File: src/rtl/sa_pkg.sv
// Shared encodings for the systolic-array host controller: bus regions, register map,
// STATUS bit positions, controller states and the run timeout.
package sa_pkg;

   typedef enum logic [1:0] {
      RGN_WGT = 2'b00,
      RGN_INP = 2'b01,
      RGN_RES = 2'b10,
      RGN_CSR = 2'b11
   } region_e;

   typedef enum logic [1:0] {
      S_IDLE,
      S_RUN,
      S_DONE
   } state_e;

   localparam int unsigned OFF_CTRL   = 0;
   localparam int unsigned OFF_STATUS = 1;
   localparam int unsigned OFF_IRQ_EN = 2;
   localparam int unsigned OFF_CYCLES = 3;

   localparam int unsigned CTRL_START = 0;
   localparam int unsigned CTRL_CLR   = 1;
   localparam int unsigned CTRL_ACC   = 2;

   localparam int unsigned STS_BUSY     = 0;
   localparam int unsigned STS_DONE     = 1;
   localparam int unsigned STS_ERR_TMO  = 2;
   localparam int unsigned STS_ERR_OVF  = 3;
   localparam int unsigned STS_ERR_ADDR = 4;
   localparam int unsigned STS_ERR_BUSY = 5;

   // A run may take at most twice the array's fill-plus-drain latency.
   function automatic int unsigned tmo(input int unsigned rows, input int unsigned cols);
      return 2 * (2 * rows + cols);
   endfunction

endpackage

File: src/rtl/sa_result_buf.sv
// Column-major result store: each column appends at its own pointer, optionally adding
// to the stored value; host side has one preload write port and one read port.
module sa_result_buf #(
   parameter int unsigned ROWS  = 8,
   parameter int unsigned COLS  = 8,
   parameter int unsigned MAC_W = 19,
   parameter int unsigned IDX_W = $clog2(ROWS * COLS)
) (
   input  logic                  clk_i,
   input  logic                  rst_i,
   input  logic                  clr_ptr_i,
   input  logic                  run_i,
   input  logic                  acc_i,
   input  logic [COLS*MAC_W-1:0] mac_i,
   input  logic [COLS-1:0]       mac_v_i,
   input  logic                  host_we_i,
   input  logic [IDX_W-1:0]      host_idx_i,
   input  logic [MAC_W-1:0]      host_wdata_i,
   input  logic [IDX_W-1:0]      rd_idx_i,
   output logic [MAC_W-1:0]      rd_data_o,
   output logic                  full_o,
   output logic                  ovf_o
);

   localparam int unsigned PTR_W = $clog2(ROWS + 1);

   logic [MAC_W-1:0] mem_q [ROWS*COLS];
   logic [PTR_W-1:0] ptr_q [COLS];
   logic [PTR_W-1:0] ptr_d [COLS];
   logic [COLS-1:0]  col_we;
   logic [IDX_W-1:0] col_idx [COLS];
   logic [MAC_W-1:0] col_wdata [COLS];

   always_comb begin
      full_o = 1'b1;
      ovf_o  = 1'b0;
      col_we = '0;
      for (int unsigned c = 0; c < COLS; c++) begin
         ptr_d[c]     = ptr_q[c];
         // Entry (c, r) lives at flat index c*ROWS + r, matching the host offset map.
         col_idx[c]   = IDX_W'(c * ROWS + 32'(ptr_q[c]));
         col_wdata[c] = acc_i ? mem_q[col_idx[c]] + mac_i[c*MAC_W +: MAC_W]
                              : mac_i[c*MAC_W +: MAC_W];
         if (ptr_q[c] != PTR_W'(ROWS)) full_o = 1'b0;
         if (mac_v_i[c]) begin
            if (run_i && ptr_q[c] != PTR_W'(ROWS)) begin
               col_we[c] = 1'b1;
               ptr_d[c]  = ptr_q[c] + 1'b1;
            end else begin
               ovf_o = 1'b1;
            end
         end
         if (clr_ptr_i) ptr_d[c] = '0;
      end
   end

   always_ff @(posedge clk_i or negedge rst_i) begin
      if (!rst_i) begin
         for (int unsigned c = 0; c < COLS; c++) ptr_q[c] <= '0;
      end else begin
         for (int unsigned c = 0; c < COLS; c++) ptr_q[c] <= ptr_d[c];
      end
   end

   always_ff @(posedge clk_i) begin
      if (host_we_i) mem_q[host_idx_i] <= host_wdata_i;
      for (int unsigned c = 0; c < COLS; c++) begin
         if (col_we[c]) mem_q[col_idx[c]] <= col_wdata[c];
      end
   end

   assign rd_data_o = mem_q[rd_idx_i];

endmodule

File: src/rtl/sa_host_ctrl.sv
// Bus-facing controller for the systolic array: forwards weight/input loads, sequences
// a run, collects column results and exposes status, interrupt and cycle count.
module sa_host_ctrl
   import sa_pkg::*;
#(
   parameter int unsigned ROWS   = 8,
   parameter int unsigned COLS   = 8,
   parameter int unsigned X_W    = 8,
   parameter int unsigned MAC_W  = 19,
   parameter int unsigned ADDR_W = 10,
   parameter int unsigned DATA_W = 32
) (
   input  logic                  clk_i,
   input  logic                  rst_i,
   input  logic [ADDR_W-1:0]     addr_i,
   input  logic [DATA_W-1:0]     wdata_i,
   input  logic                  wr_vi,
   input  logic                  rd_vi,
   output logic [DATA_W-1:0]     rdata_o,
   output logic                  rdata_vo,
   output logic                  irq_o,
   output logic [X_W-1:0]        w_o,
   output logic [5:0]            w_addr_o,
   output logic                  w_en_o,
   output logic [X_W-1:0]        rbuf_wdata_o,
   output logic [5:0]            rbuf_waddr_o,
   output logic                  rbuf_w_vo,
   output logic                  start_vo,
   input  logic [COLS*MAC_W-1:0] mac_i,
   input  logic [COLS-1:0]       mac_v_i
);

   localparam int unsigned ENTRIES = ROWS * COLS;
   localparam int unsigned TMO     = tmo(ROWS, COLS);
   localparam int unsigned CNT_W   = $clog2(TMO + 1);
   localparam int unsigned IDX_W   = $clog2(ENTRIES);

   state_e            state_q, state_d;
   logic              acc_q, acc_d, irq_en_q, irq_en_d, start_q, start_d;
   logic              done_q, done_d, err_tmo_q, err_tmo_d, err_ovf_q, err_ovf_d;
   logic              err_addr_q, err_addr_d, err_busy_q, err_busy_d;
   logic              rdata_v_q, rdata_v_d;
   logic [DATA_W-1:0] rdata_q, rdata_d, rd_val;
   logic [CNT_W-1:0]  cnt_q, cnt_d, cycles_q, cycles_d, cnt_inc;

   region_e           rgn;
   logic [31:0]       off32;
   logic              busy, idle, in_range, ctrl_wr, do_start, clr;
   logic              set_busy, set_addr, set_tmo, set_done, host_we;
   logic              buf_full, buf_ovf;
   logic [MAC_W-1:0]  buf_rdata;
   logic              unused_wdata;

   assign unused_wdata = ^wdata_i[DATA_W-1:MAC_W];

   always_comb begin
      rgn      = region_e'(addr_i[ADDR_W-1 -: 2]);
      off32    = 32'(addr_i[ADDR_W-3:0]);
      idle     = (state_q == S_IDLE);
      busy     = !idle;
      in_range = (off32 < ENTRIES);
      ctrl_wr  = wr_vi && rgn == RGN_CSR && off32 == OFF_CTRL;
      do_start = ctrl_wr && wdata_i[CTRL_START] && idle;
      clr      = ctrl_wr && wdata_i[CTRL_CLR];
      set_busy = wr_vi && busy && (rgn != RGN_CSR || (ctrl_wr && wdata_i[CTRL_START]));
      set_addr = wr_vi && idle && rgn != RGN_CSR && !in_range;
      host_we  = wr_vi && idle && rgn == RGN_RES && in_range;
   end

   assign w_en_o       = wr_vi && idle && rgn == RGN_WGT && in_range;
   assign w_addr_o     = off32[5:0];
   assign w_o          = wdata_i[X_W-1:0];
   assign rbuf_w_vo    = wr_vi && idle && rgn == RGN_INP && in_range;
   assign rbuf_waddr_o = off32[5:0];
   assign rbuf_wdata_o = wdata_i[X_W-1:0];

   sa_result_buf #(
      .ROWS  (ROWS),
      .COLS  (COLS),
      .MAC_W (MAC_W),
      .IDX_W (IDX_W)
   ) u_buf (
      .clk_i        (clk_i),
      .rst_i        (rst_i),
      .clr_ptr_i    (do_start),
      .run_i        (state_q == S_RUN),
      .acc_i        (acc_q),
      .mac_i        (mac_i),
      .mac_v_i      (mac_v_i),
      .host_we_i    (host_we),
      .host_idx_i   (off32[IDX_W-1:0]),
      .host_wdata_i (wdata_i[MAC_W-1:0]),
      .rd_idx_i     (off32[IDX_W-1:0]),
      .rd_data_o    (buf_rdata),
      .full_o       (buf_full),
      .ovf_o        (buf_ovf)
   );

   always_comb begin
      state_d  = state_q;
      start_d  = 1'b0;
      cnt_d    = cnt_q;
      cycles_d = cycles_q;
      acc_d    = acc_q;
      set_tmo  = 1'b0;
      set_done = 1'b0;
      cnt_inc  = (cnt_q == CNT_W'(TMO)) ? cnt_q : cnt_q + 1'b1;
      case (state_q)
         S_IDLE: begin
            if (do_start) begin
               state_d = S_RUN;
               start_d = 1'b1;
               cnt_d   = '0;
               acc_d   = wdata_i[CTRL_ACC];
            end
         end
         S_RUN: begin
            cnt_d = cnt_inc;
            if (buf_full) begin
               state_d  = S_DONE;
               cycles_d = cnt_inc;
            end else if (cnt_inc == CNT_W'(TMO)) begin
               state_d  = S_DONE;
               cycles_d = cnt_inc;
               set_tmo  = 1'b1;
            end
         end
         S_DONE: begin
            state_d  = S_IDLE;
            set_done = 1'b1;
         end
         default: state_d = S_IDLE;
      endcase

      // A flag raised in the same cycle as a clear survives it.
      done_d     = (done_q & ~clr & ~do_start) | set_done;
      err_tmo_d  = (err_tmo_q & ~clr) | set_tmo;
      err_ovf_d  = (err_ovf_q & ~clr) | buf_ovf;
      err_addr_d = (err_addr_q & ~clr) | set_addr;
      err_busy_d = (err_busy_q & ~clr) | set_busy;
      irq_en_d   = (wr_vi && rgn == RGN_CSR && off32 == OFF_IRQ_EN) ? wdata_i[0] : irq_en_q;

      rd_val = '0;
      if (rgn == RGN_RES && in_range) begin
         rd_val = DATA_W'(buf_rdata);
      end else if (rgn == RGN_CSR) begin
         case (off32)
            OFF_STATUS: begin
               rd_val[STS_BUSY]     = busy;
               rd_val[STS_DONE]     = done_q;
               rd_val[STS_ERR_TMO]  = err_tmo_q;
               rd_val[STS_ERR_OVF]  = err_ovf_q;
               rd_val[STS_ERR_ADDR] = err_addr_q;
               rd_val[STS_ERR_BUSY] = err_busy_q;
            end
            OFF_IRQ_EN: rd_val[0] = irq_en_q;
            OFF_CYCLES: rd_val = DATA_W'(cycles_q);
            default:    rd_val = '0;
         endcase
      end
      rdata_d   = rd_vi ? rd_val : rdata_q;
      rdata_v_d = rd_vi;
   end

   always_ff @(posedge clk_i or negedge rst_i) begin
      if (!rst_i) begin
         state_q    <= S_IDLE;
         start_q    <= 1'b0;
         cnt_q      <= '0;
         cycles_q   <= '0;
         acc_q      <= 1'b0;
         irq_en_q   <= 1'b0;
         done_q     <= 1'b0;
         err_tmo_q  <= 1'b0;
         err_ovf_q  <= 1'b0;
         err_addr_q <= 1'b0;
         err_busy_q <= 1'b0;
         rdata_q    <= '0;
         rdata_v_q  <= 1'b0;
      end else begin
         state_q    <= state_d;
         start_q    <= start_d;
         cnt_q      <= cnt_d;
         cycles_q   <= cycles_d;
         acc_q      <= acc_d;
         irq_en_q   <= irq_en_d;
         done_q     <= done_d;
         err_tmo_q  <= err_tmo_d;
         err_ovf_q  <= err_ovf_d;
         err_addr_q <= err_addr_d;
         err_busy_q <= err_busy_d;
         rdata_q    <= rdata_d;
         rdata_v_q  <= rdata_v_d;
      end
   end

   assign start_vo = start_q;
   assign rdata_o  = rdata_q;
   assign rdata_vo = rdata_v_q;
   assign irq_o    = done_q & irq_en_q;

endmodule

File: config.mk
export PLATFORM = sky130hd
export DESIGN_NAME = sa_host_ctrl
export DESIGN_NICKNAME = d
export VERILOG_FILES = /design/src/rtl/sa_pkg.sv /design/src/rtl/sa_result_buf.sv /design/src/rtl/sa_host_ctrl.sv
export SDC_FILE = /design/constraint.sdc
export NUM_CORES = 2
export LEC_CHECK = 0
export CELL_PAD_IN_SITES_DETAIL_PLACEMENT = 1
export CELL_PAD_IN_SITES_GLOBAL_PLACEMENT = 1
export CORE_MARGIN = 10
export CORE_UTILIZATION = 35
export CTS_BUF_LIST = sky130_fd_sc_hd__clkbuf_2
export DETAILED_ROUTE_END_ITERATION = 12
export PLACE_DENSITY = 0.57
export SLEW_MARGIN = 5
export SYNTH_ARGS = -nofsm -noshare
export SYNTH_HDL_FRONTEND = slang
export SYNTH_SLANG_ARGS = --single-unit
File: constraint.sdc
create_clock -name clk_i -period 10.07 [get_ports clk_i]
set_input_delay 3.021 -clock clk_i [delete_from_list [all_inputs] [get_ports clk_i]]
set_output_delay 3.021 -clock clk_i [all_outputs]
set_load 0.005 [all_outputs]
==> impl_metrics.csv <==
group,metric,value,unit
cts,clock_latency,2110,ps
run_status,status,"completed",
yosys,synth_fa_ha_area_share,2.32,%
global_routing,grt_max_degree,109,
worst_setup_path,start_kind,"input port",
cts,h-tree-depth,5,
routing,drtAntennaViolNets,0,
placed_design,port_buffers,244,
yosys,synth_area_leaders,"edfxtp_1 36%, mux4_2 14%, o21ai_0 5.3%",
yosys,synth_largest_area_cell,"edfxtp_1",
yosys,ys_ff_latch,1290,
floorplan,die_w,559,µm
sta,relSlewSlack,2.31,%
cts,cts_inserted_buffers,383,
worst_setup_path,cp_common_cell,"clkdlybuf4s50_1",
routing,dr.pass1.iters,8,
routing,drc,0,
sta,post-route-period-util,77.2,%
sta,fmax,0.129,GHz
global_routing,grt_overflow,0,
final_layout,syn2layout_area_growth,11.4,%
placed_design,dp_hpwl,415000,µm
sta,worst_slew_pin_slew,1420,ps
pwr,p_per_area,164,nW/µm²
yosys,synthMuxAreaShare,19.8,%
floorplan,die_area,312000,µm²
cts,cts_hold_buf,0,
pwr,power,18.6,mW
worst_setup_path,critPathMaxStageDelay,1060,ps
yosys,synth_edf_count,1216,
sta,hold_slack,479,ps
worst_setup_path,slowest_stage,"clkdlybuf4s50_1",
final_layout,multiInputGateArea,59800,µm²
routing,num_vias,103000,
yosys,synth_area,102000,µm²
pwr,ir_drop,0.147,mV
yosys,synth_most_common_cell,"nand2_1",
cts,cts_tree,"yes",
floorplan,initial_core_util,35.2,%
yosys,postSynth.asyncResetShare,5.74,%
yosys,synth_simple_gate_area_share,12.0,%
worst_setup_path,end_kind,"output port",
yosys,yosys_warnings,0,
sta,fin_setup_tns,0,ps
routing,wirelength,604000,µm
final_layout,fin_nets,10900,
sta,rsz0062_at_grt,"false",
sta,hold_viol,0,
sta,clock-skew-final,255,ps
yosys,syn_inst,10500,
final_layout,drive_above_1_share,20.2,%
worst_setup_path,worstPathArrival,4750,ps
routing,wl_per_cell,41.1,µm
floorplan,die_height,559,µm
yosys,synth-main-ff-cell,"edfxtp_1",
yosys,synth.avg_cell_area,9.68,µm²
routing,viasPerCell,6.99,
yosys,ys_seq_area_share,37.7,%
yosys,synth_top_area_share,35.9,%
sta,period_minus_slack,7770,ps
worst_setup_path,worstSetupPathType,"in2out",
yosys,synthXorXnorAreaFrac,0.826,%
flow_run,drv_cap,0,
worst_hold_path,min_path_type,"reg2reg",
cts,path_clk_slew,80,ps
routing,drtIter0Drc,15700,
global_routing,grt_pass1_wl,820000,µm
sta,slew_violations,0,
yosys,ys_types,103,
yosys,synth_common_cells,"1314 x nand2_1, 1216 x edfxtp_1, 1076 x o21ai_0",
sta,setup_violations,0,
yosys,synth_top_family_by_area,"compound AO/OA/AOI/OAI gates",
worst_setup_path,worst_ep_required_time,7050,ps
sta,setup_ws,2300,ps
final_layout,fillers,32600,
floorplan,core,289000,µm²
yosys,synth_compound_area_share,22.5,%
cts,cts_sinks,1290,
worst_setup_path,crit_family,"buffers and inverters",
global_routing,grt_pass1_vias,99100,
global_routing,antenna_found_initial,60,
global_routing,grt_use_total,36.6,%
placed_design,post-place-ws,2310,ps
placed_design,gp_congestion,0.991,
cts,clock-root-buffer,"clkbuf_2",
final_layout,seqCellArea,38400,µm²
cts,postCtsSetupRepairBufs,0,
cts,ctsLongestPathBuffers,4,
cts,post_cts_resized,0,
floorplan,io_pins,271,
worst_setup_path,crit_chain,"clkdlybuf4s50_1, clkdlybuf4s50_1",
worst_setup_path,cp_num_buf_inv,2,
worst_setup_path,cp_max_fo,3,
floorplan,fp-row-count,197,
pwr,p_leak,37.8,nW
path summary, 6_finish.rpt:
| kind | start | endpoint | slack (ps) | cells past startpoint |
|---|---|---|---|---|
| max in group asynchronous | rst_i | u_buf.ptr_q[4] | 7580 | 2 |
| worst max register to register | u_buf.ptr_q[16] | u_buf.mem_q[25][15] | 2560 | 16 |
| worst max-delay path | wdata_i[0] | w_o[0] | 2300 | 2 |
| min in group asynchronous | rst_i | u_buf.ptr_q[15] | 1040 | 1 |
| worst min register to register | err_busy_q | err_busy_q | 480 | 1 |
| worst min-delay path | err_busy_q | err_busy_q | 480 | 1 |
kinds of logic (layout without fill, tap and decap cells):
logic type      count (synthesis)  after routing
mux                          1200           1200
xor+xnor                       95             95
compound gates               3618           3618
buf+inv                      1220           1510
simple gates                 2897           2897
flops                        1290           1290
other cells                     1             33
fa+ha+maj                     184            184
sequential cells by signal, indices dropped and copies added, names as in the netlist:
register     cells
cycles_q         6
rdata_vo         1
acc_q            1
cnt_q            6
err_addr_q       1
err_tmo_q        1
rdata_o         19
irq_en_q         1
u_buf.mem_q   1216
err_ovf_q        1
err_busy_q       1
done_q           1
u_buf.ptr_q     32
state_q          2
start_vo         1
metrics by stage:
stage | instances | area (µm²) | util (%)
6_report | 14700 | 113000 | 39.2
5_1_grt | 14700 | 113000 | 39.2
4_1_cts | 14700 | 113000 | 39.2
3_5_place_dp | 14000 | 110000 | 38.0
3_3_place_gp | 14000 | 110000 | 38.0
2_1_floorplan | 10500 | 102000 | -
final cells by class:
type,count,share of cell area (%)
Timing Repair Buffer,727,5.46
Antenna cell,20,0.0442
Clock inverter,103,0.577
Multi-Input combinational cell,8007,52.8
Inverter,96,0.323
Clock buffer,584,2.58
Tap cell,3880,4.29
Sequential cell,1290,33.9
layer usage:
metal	global-route usage, %	part of all wire (%)	vias to the layer above	wire (µm)
li1	-	-	40900	-
met4	26.1	8.8	26	53400
met3	9.14	12	1770	70600
met1	46.4	37	52500	222000
met2	54.4	43	7666	258000
met5	0	0.026	-	156
power breakdown:
| group | internal [mW] | switching, mW | leakage [nW] |
|---|---|---|---|
| clock network | 1.75 | 2.78 | 2.72 |
| registers | 5.89 | 0.163 | 11.8 |
| logic | 2.24 | 5.73 | 23.2 |
layout by cell type, fill, tap and decap left out, drive strengths merged, types with 48 or more instances in the layout:
cell	instances
nand2	1314
edfxtp	1216
o21ai	1100
nor2	960
a21oi	896
mux4	634
clkbuf	585
buf	488
o211ai	396
mux2i	384
clkdlybuf4s50	238
a211oi	196
mux2	182
ha	176
nand3	176
a221oi	144
nor3	119
a31oi	118
a22oi	100
inv	98
o22ai	95
clkinv	89
o221ai	80
and3	74
dfrtp	74
xnor2	72
o31ai	67
a22o	54
nor2b	52
a221o	48
a21o	48
and2	48
(Power assumes the default switching activity.)
